==> src/rtl/alu_ctrl_pkg.sv <==
// alu_ctrl_pkg: op class codes, operand-B select codes and FSM state encoding for the
// execute-stage sequencer.
package alu_ctrl_pkg;

    localparam logic [2:0] CLS_NOP   = 3'd0;
    localparam logic [2:0] CLS_REG   = 3'd1;
    localparam logic [2:0] CLS_IMM   = 3'd2;
    localparam logic [2:0] CLS_SHIFT = 3'd3;
    localparam logic [2:0] CLS_MUL   = 3'd4;

    localparam logic [1:0] SEL_INB   = 2'b00;
    localparam logic [1:0] SEL_IMM   = 2'b01;
    localparam logic [1:0] SEL_SHAMT = 2'b10;

    typedef enum logic [1:0] {
        ST_IDLE = 2'd0,
        ST_EXEC = 2'd1,
        ST_ITER = 2'd2,
        ST_WB   = 2'd3
    } state_e;

    function automatic logic [1:0] sel_of(input logic [2:0] cls);
        return cls == CLS_IMM ? SEL_IMM : cls == CLS_SHIFT ? SEL_SHAMT : SEL_INB;
    endfunction

endpackage

==> src/rtl/alu_iter_cnt.sv <==
// alu_iter_cnt: loadable down-counter with zero flag, counting the remaining
// iterations of a multi-cycle op.
module alu_iter_cnt #(
    parameter int W = 2
) (
    input  logic         clk,
    input  logic         rst,
    input  logic         load_i,
    input  logic         dec_i,
    input  logic [W-1:0] load_val_i,
    output logic         zero_o
);

    logic [W-1:0] cnt_q, cnt_d;

    always_comb cnt_d = load_i ? load_val_i : (dec_i && cnt_q != '0) ? cnt_q - W'(1) : cnt_q;

    always_ff @(posedge clk or posedge rst) begin
        if (rst) cnt_q <= '0;
        else     cnt_q <= cnt_d;
    end

    assign zero_o = cnt_q == '0;

endmodule

==> src/rtl/alu_seq_ctrl.sv <==
// alu_seq_ctrl: execute-stage sequencer; accepts decoded ALU ops, drives operand-B select and
// function code, runs multi-cycle MUL ops and hands results to writeback with backpressure.
module alu_seq_ctrl
    import alu_ctrl_pkg::*;
#(
    parameter int ITER_CYCLES = 4,
    parameter int CNT_W       = 16
) (
    input  logic             clk,
    input  logic             rst,
    input  logic             issue_valid,
    output logic             issue_ready,
    input  logic [2:0]       issue_cls,
    input  logic [3:0]       issue_func,
    input  logic [4:0]       issue_dest,
    input  logic             flush,
    output logic [1:0]       alu_sel,
    output logic [3:0]       alu_func,
    output logic             alu_cap,
    output logic             wb_valid,
    input  logic             wb_ready,
    output logic [4:0]       wb_dest,
    output logic             ill_op,
    output logic [CNT_W-1:0] op_count
);

    localparam int IW = $clog2(ITER_CYCLES);

    state_e           state_q, state_d;
    logic [2:0]       cls_q, cls_d;
    logic [3:0]       func_q, func_d;
    logic [4:0]       dest_q, dest_d;
    logic [1:0]       sel_q, sel_d;
    logic             ill_q, ill_d;
    logic             wb_valid_q;
    logic [CNT_W-1:0] ops_q, ops_d;
    logic             accept, legal, is_mul, wb_done, iter_zero;

    assign issue_ready = !rst && !flush && (state_q == ST_IDLE || (state_q == ST_WB && wb_ready));
    assign accept      = issue_valid && issue_ready;
    assign legal       = issue_cls inside {CLS_NOP, CLS_REG, CLS_IMM, CLS_SHIFT, CLS_MUL};
    assign is_mul      = cls_q == CLS_MUL;
    assign wb_done     = state_q == ST_WB && wb_ready && !flush;

    alu_iter_cnt #(.W(IW)) u_iter (
        .clk        (clk),
        .rst        (rst),
        .load_i     (state_q == ST_EXEC && is_mul && !flush),
        .dec_i      (state_q == ST_ITER && !flush),
        .load_val_i (IW'(ITER_CYCLES - 2)),
        .zero_o     (iter_zero)
    );

    // Acceptance only happens from IDLE or a draining WB, so it can take precedence over
    // the per-state transitions below.
    always_comb begin
        state_d = state_q;
        cls_d   = accept ? issue_cls  : cls_q;
        func_d  = accept ? issue_func : func_q;
        dest_d  = accept ? issue_dest : dest_q;
        if (flush)                               state_d = ST_IDLE;
        else if (accept)                         state_d = (legal && issue_cls != CLS_NOP) ? ST_EXEC : ST_IDLE;
        else if (state_q == ST_EXEC)             state_d = is_mul ? ST_ITER : ST_WB;
        else if (state_q == ST_ITER && iter_zero) state_d = ST_WB;
        else if (state_q == ST_WB && wb_ready)   state_d = ST_IDLE;
        ill_d = accept && !legal;
        sel_d = (state_d == ST_EXEC || state_d == ST_ITER) ? sel_of(cls_d) : SEL_INB;
        ops_d = (wb_done && ops_q != '1) ? ops_q + CNT_W'(1) : ops_q;
    end

    always_ff @(posedge clk or posedge rst) begin
        if (rst) begin
            state_q    <= ST_IDLE;
            cls_q      <= CLS_NOP;
            func_q     <= '0;
            dest_q     <= '0;
            sel_q      <= SEL_INB;
            ill_q      <= 1'b0;
            wb_valid_q <= 1'b0;
            ops_q      <= '0;
        end else begin
            state_q    <= state_d;
            cls_q      <= cls_d;
            func_q     <= func_d;
            dest_q     <= dest_d;
            sel_q      <= sel_d;
            ill_q      <= ill_d;
            wb_valid_q <= state_d == ST_WB;
            ops_q      <= ops_d;
        end
    end

    // Capture strobe is decoded from registered state so a same-cycle flush can still veto it.
    assign alu_cap  = !flush && ((state_q == ST_EXEC && !is_mul) || (state_q == ST_ITER && iter_zero));
    assign alu_sel  = sel_q;
    assign alu_func = func_q;
    assign wb_valid = wb_valid_q;
    assign wb_dest  = dest_q;
    assign ill_op   = ill_q;
    assign op_count = ops_q;

endmodule

==> config.mk <==
export PLATFORM = sky130hd
export DESIGN_NAME = alu_seq_ctrl
export DESIGN_NICKNAME = d
export VERILOG_FILES = /design/src/rtl/alu_ctrl_pkg.sv /design/src/rtl/alu_iter_cnt.sv /design/src/rtl/alu_seq_ctrl.sv
export SDC_FILE = /design/constraint.sdc
export NUM_CORES = 1
export LEC_CHECK = 0
export CAP_MARGIN = 20
export CORE_MARGIN = 5
export CORE_UTILIZATION = 57
export CTS_BUF_LIST = sky130_fd_sc_hd__clkbuf_8
export DETAILED_ROUTE_END_ITERATION = 8
export DONT_BUFFER_PORTS = 1
export PLACE_DENSITY_LB_ADDON = 0.15
export SYNTH_ARGS = -nofsm -noshare
export SYNTH_HDL_FRONTEND = slang
export SYNTH_HIERARCHICAL = 1
export SYNTH_SLANG_ARGS = --single-unit
==> constraint.sdc <==
create_clock -name clk -period 2.3 [get_ports clk]
set_clock_uncertainty 0.15 [all_clocks]
set_input_delay 0.46 -clock clk [delete_from_list [all_inputs] [get_ports clk]]
set_output_delay 0.46 -clock clk [all_outputs]
set_load 0.05 [all_outputs]
==> summary.txt <==
Clock tree
  • CTS Buf Count: 5
  • CTS tree: yes
  • Clk sinks: 36
  • Clk root buf: clkbuf_8
  • Worst-Skew Late Latency: between 0.2 and 0.3 ns
  • Longest Clk Path Bufs: 2
  • Clock transition at path regs: about 0.080 ns
  • Htree depth: 2

Pwr
  • Power Density: between 900 and 1000 mW/mm^2
  • Worst ir drop on vdd: approximately 0.61 mV
  • LEAKAGE: approximately 1.0 nW
  • Tot Pwr: 2.03 mW

Critical path
  • R2r setup slk: roughly 0.070 ns
  • Crit path buffers/inverters: 1
  • Arrival @ worst endpoint: about 1.7 ns
  • CP delay by family, top: simple AND/OR/NAND/NOR gates
  • Crit. End Element: output port
  • Startpoint types: flip-flop
  • Worst R2R Start: cls_q[0]
  • Reg2reg end: alu_sel[0]
  • Worst EP required: between 1.5 and 2 ns
  • Largest stage delay, worst path: a little over 0.4 ns
  • Levels on crit path: 5
  • Register-to-Register Path Depth: 8
  • WS Path Type: reg -> out
  • Slowest CP cell: or3b_4
  • Crit path cell chain: or3b_4 -> nor3b_2 -> a31oi_1 -> nor2_1 -> buf_6
  • CP max FO: 2

Timing
  • Worst setup margin: -0.0149 ns
  • Slew headroom: 66.4%
  • Final hold violations: 0
  • Fin. max-slew vios: 0
  • Setup violators final: 1
  • F_max: approximately 0.43 GHz
  • RSZ-0062 raised after global routing: yes
  • Worst Max-Slew Pin Slew: ~0.50 ns
  • Period minus WS final: 2.31 ns
  • Fin crit share: 101%

Yosys
  • Most common cell in the netlist: dfrtp_1
  • Syn Std Cell Area: between 0.0015 and 0.002 sq mm
  • Sequential-to-total area share from yosys stat: 49.5%
  • Gate Count Post-Synth: approximately 160
  • Synth top area cells: dfrtp_1 (49%), mux2_2 (6.2%), xor2_1 (4.3%)
  • Post-synth top area share: between 40% and 50%
  • Yosys warns: 6
  • Distinct cells, synth: 45
  • Syn Area/Cell: around 12 sq um
  • Top cells by count, synth: dfrtp_1 (36), nand2_1 (11), mux2_2 (10), xor2_1 (9)
  • Top_reg_cell synth: dfrtp_1
  • Net Count, Synth: around 180
  • Synth Register Bits: 36
  • Area leader, netlist: dfrtp_1
  • Number of flops mapped to enable cells by yosys: 0
  • Post-synth ARST share: 100%

Hold path
  • Min-delay src: flush
  • Hold Crit Endpoint: state_q[1]
  • Worst min-delay path class: in -> reg
  • WHS Path Cells: 1

Placement
  • Placed Cells: around 220
  • Routability cong.: 0.812
  • Hpwl dp: ~3000 um
  • Buffers on Ports: 0
  • Place WS: around 0.048 ns

Floorplan
  • Die span in y: roughly 67 um
  • Ports: 48
  • Die W: roughly 67 um
  • FP Rows: 20
  • Die Area: about 0.0044 sq mm
  • Initial core utilization: about 60%
  • Core box area: ~0.003 sq mm

Global routing
  • Largest net degree at the start of global routing: 22
  • Vias in the first global route: 1348
  • Initial antenna violation count: 0
  • Overflow after GRT: 0
  • GR Util All Layers: about a fifth
  • Global-route wire length before repair: approximately 6500 um

Final layout
  • Fraction of layout instances using a drive strength above 1: a little under a third
  • Nets: ~200
  • Final Util: just over 70%
  • Area Overhead vs Synth: 19.4%
  • Ant diodes: 0
  • Final Non-Filler Cells: 230

Routing
  • Post-DR wirelength/cell: 17.3 um
  • Routed vias/inst: 5.82
  • Antenna violation net count after detailed routing: 0
  • Iter 0 DRT Violations: 57
  • TritonRoute pass-1 iters: 4
  • DRC viols: 0
  • Drt total wl: 3970 um
  • Via count: about 1.3k

Outcome
  • Status: finished, violations left
  • Violated checks: setup timing

Run
  • Max cap viols: 0
-- flip-flops by register name, summed over array words and instances (netlist names) --
name          cells
alu_func          4
wb_dest           5
state_q           2
alu_sel           2
u_iter/cnt_q      2
op_count         16
wb_valid          1
cls_q             3
ill_op            1
-- layout by cell type (no fill, tap or decap), drive strengths merged, types with 6 or more instances in the layout --
master and count:
buf 23, mux2 14, nor2 8, dfrtp 36, xor2 9, nor3 6, nand3 7, inv 7
nand2 11
-- report_power, final --
group / total (mW) / internal (mW) / switching, mW / leakage [nW]
Sequential: 1.06 / 0.742 / 0.316 / 0.468
Combinational: 0.415 / 0.200 / 0.214 / 0.521
Clock: 0.553 / 0.321 / 0.232 / 0.0541
Total: 2.03 / 1.26 / 0.763 / 1.04
-- cell families (layout without fill, tap and decap cells) --
family          after synthesis  after routing  synth area share, %
fa+ha+maj                     3              3                 2.06
mux                          16             16                 9.97
other cells                   2              2                0.413
flops                        36             36                 49.5
simple gates                 65             65                 24.2
buf+inv                       9             39                 2.47
compound gates               14             14                 6.12
xor+xnor                     11             11                 5.29
-- layout make-up --
type / count / area [sq um]
clock buffers: 5 / 68.8
clock inverters: 3 / 42.5
fillers: 247 / 880
inverters: 7 / 26.3
multi-input cells: 111 / 893
flip-flops and latches: 36 / 901
well taps: 44 / 55.1
repair buffers: 24 / 186
-- worst max-delay path by stage --
| stage | end | from | slack (ns) |
|---|---|---|---|
| final | alu_cap | cls_q[0] | -0.01 |
| after global routing | alu_sel[0] | u_iter/cnt_q[0] | -0.06 |
| after CTS | alu_cap | cls_q[1] | 0.04 |
| after detailed placement | alu_sel[0] | cls_q[0] | 0.05 |
| after global placement | alu_sel[0] | cls_q[0] | 0.16 |
| after floorplan | op_count[1] | op_count[0] | 0.07 |
-- through the flow --
| step | setup TNS, ns | hold slack (ns) | area, sq um |
|---|---|---|---|
| floorplan | 0 | 0.0512 | 1820 |
| global placement | 0 | 0.0548 | 2010 |
| detailed placement | 0 | 0.0617 | 2010 |
| CTS | 0 | 0.0958 | 2150 |
| global route | -0.109 | 0.0889 | 2170 |
| finish | -0.0149 | 0.107 | 2170 |
-- layer usage --
layer / global-route usage (%) / routed length, um / up-vias
met3: 7.08 / 250 / 8
met5: 0 / 0 / -
met1: 23.1 / 1570 / 663
li1: - / - / 623
met2: 33.2 / 2090 / 45
met4: 6.85 / 54 / 0
-- timing repair --
action                     4_1_cts  5_1_grt
hold endpoints to repair        15        0
setup endpoints to repair        1        4
gates resized for setup          3        3
hold buffers                     1        0
setup buffers                    1        2
Note: power is estimated with default switching activity, not from simulation.
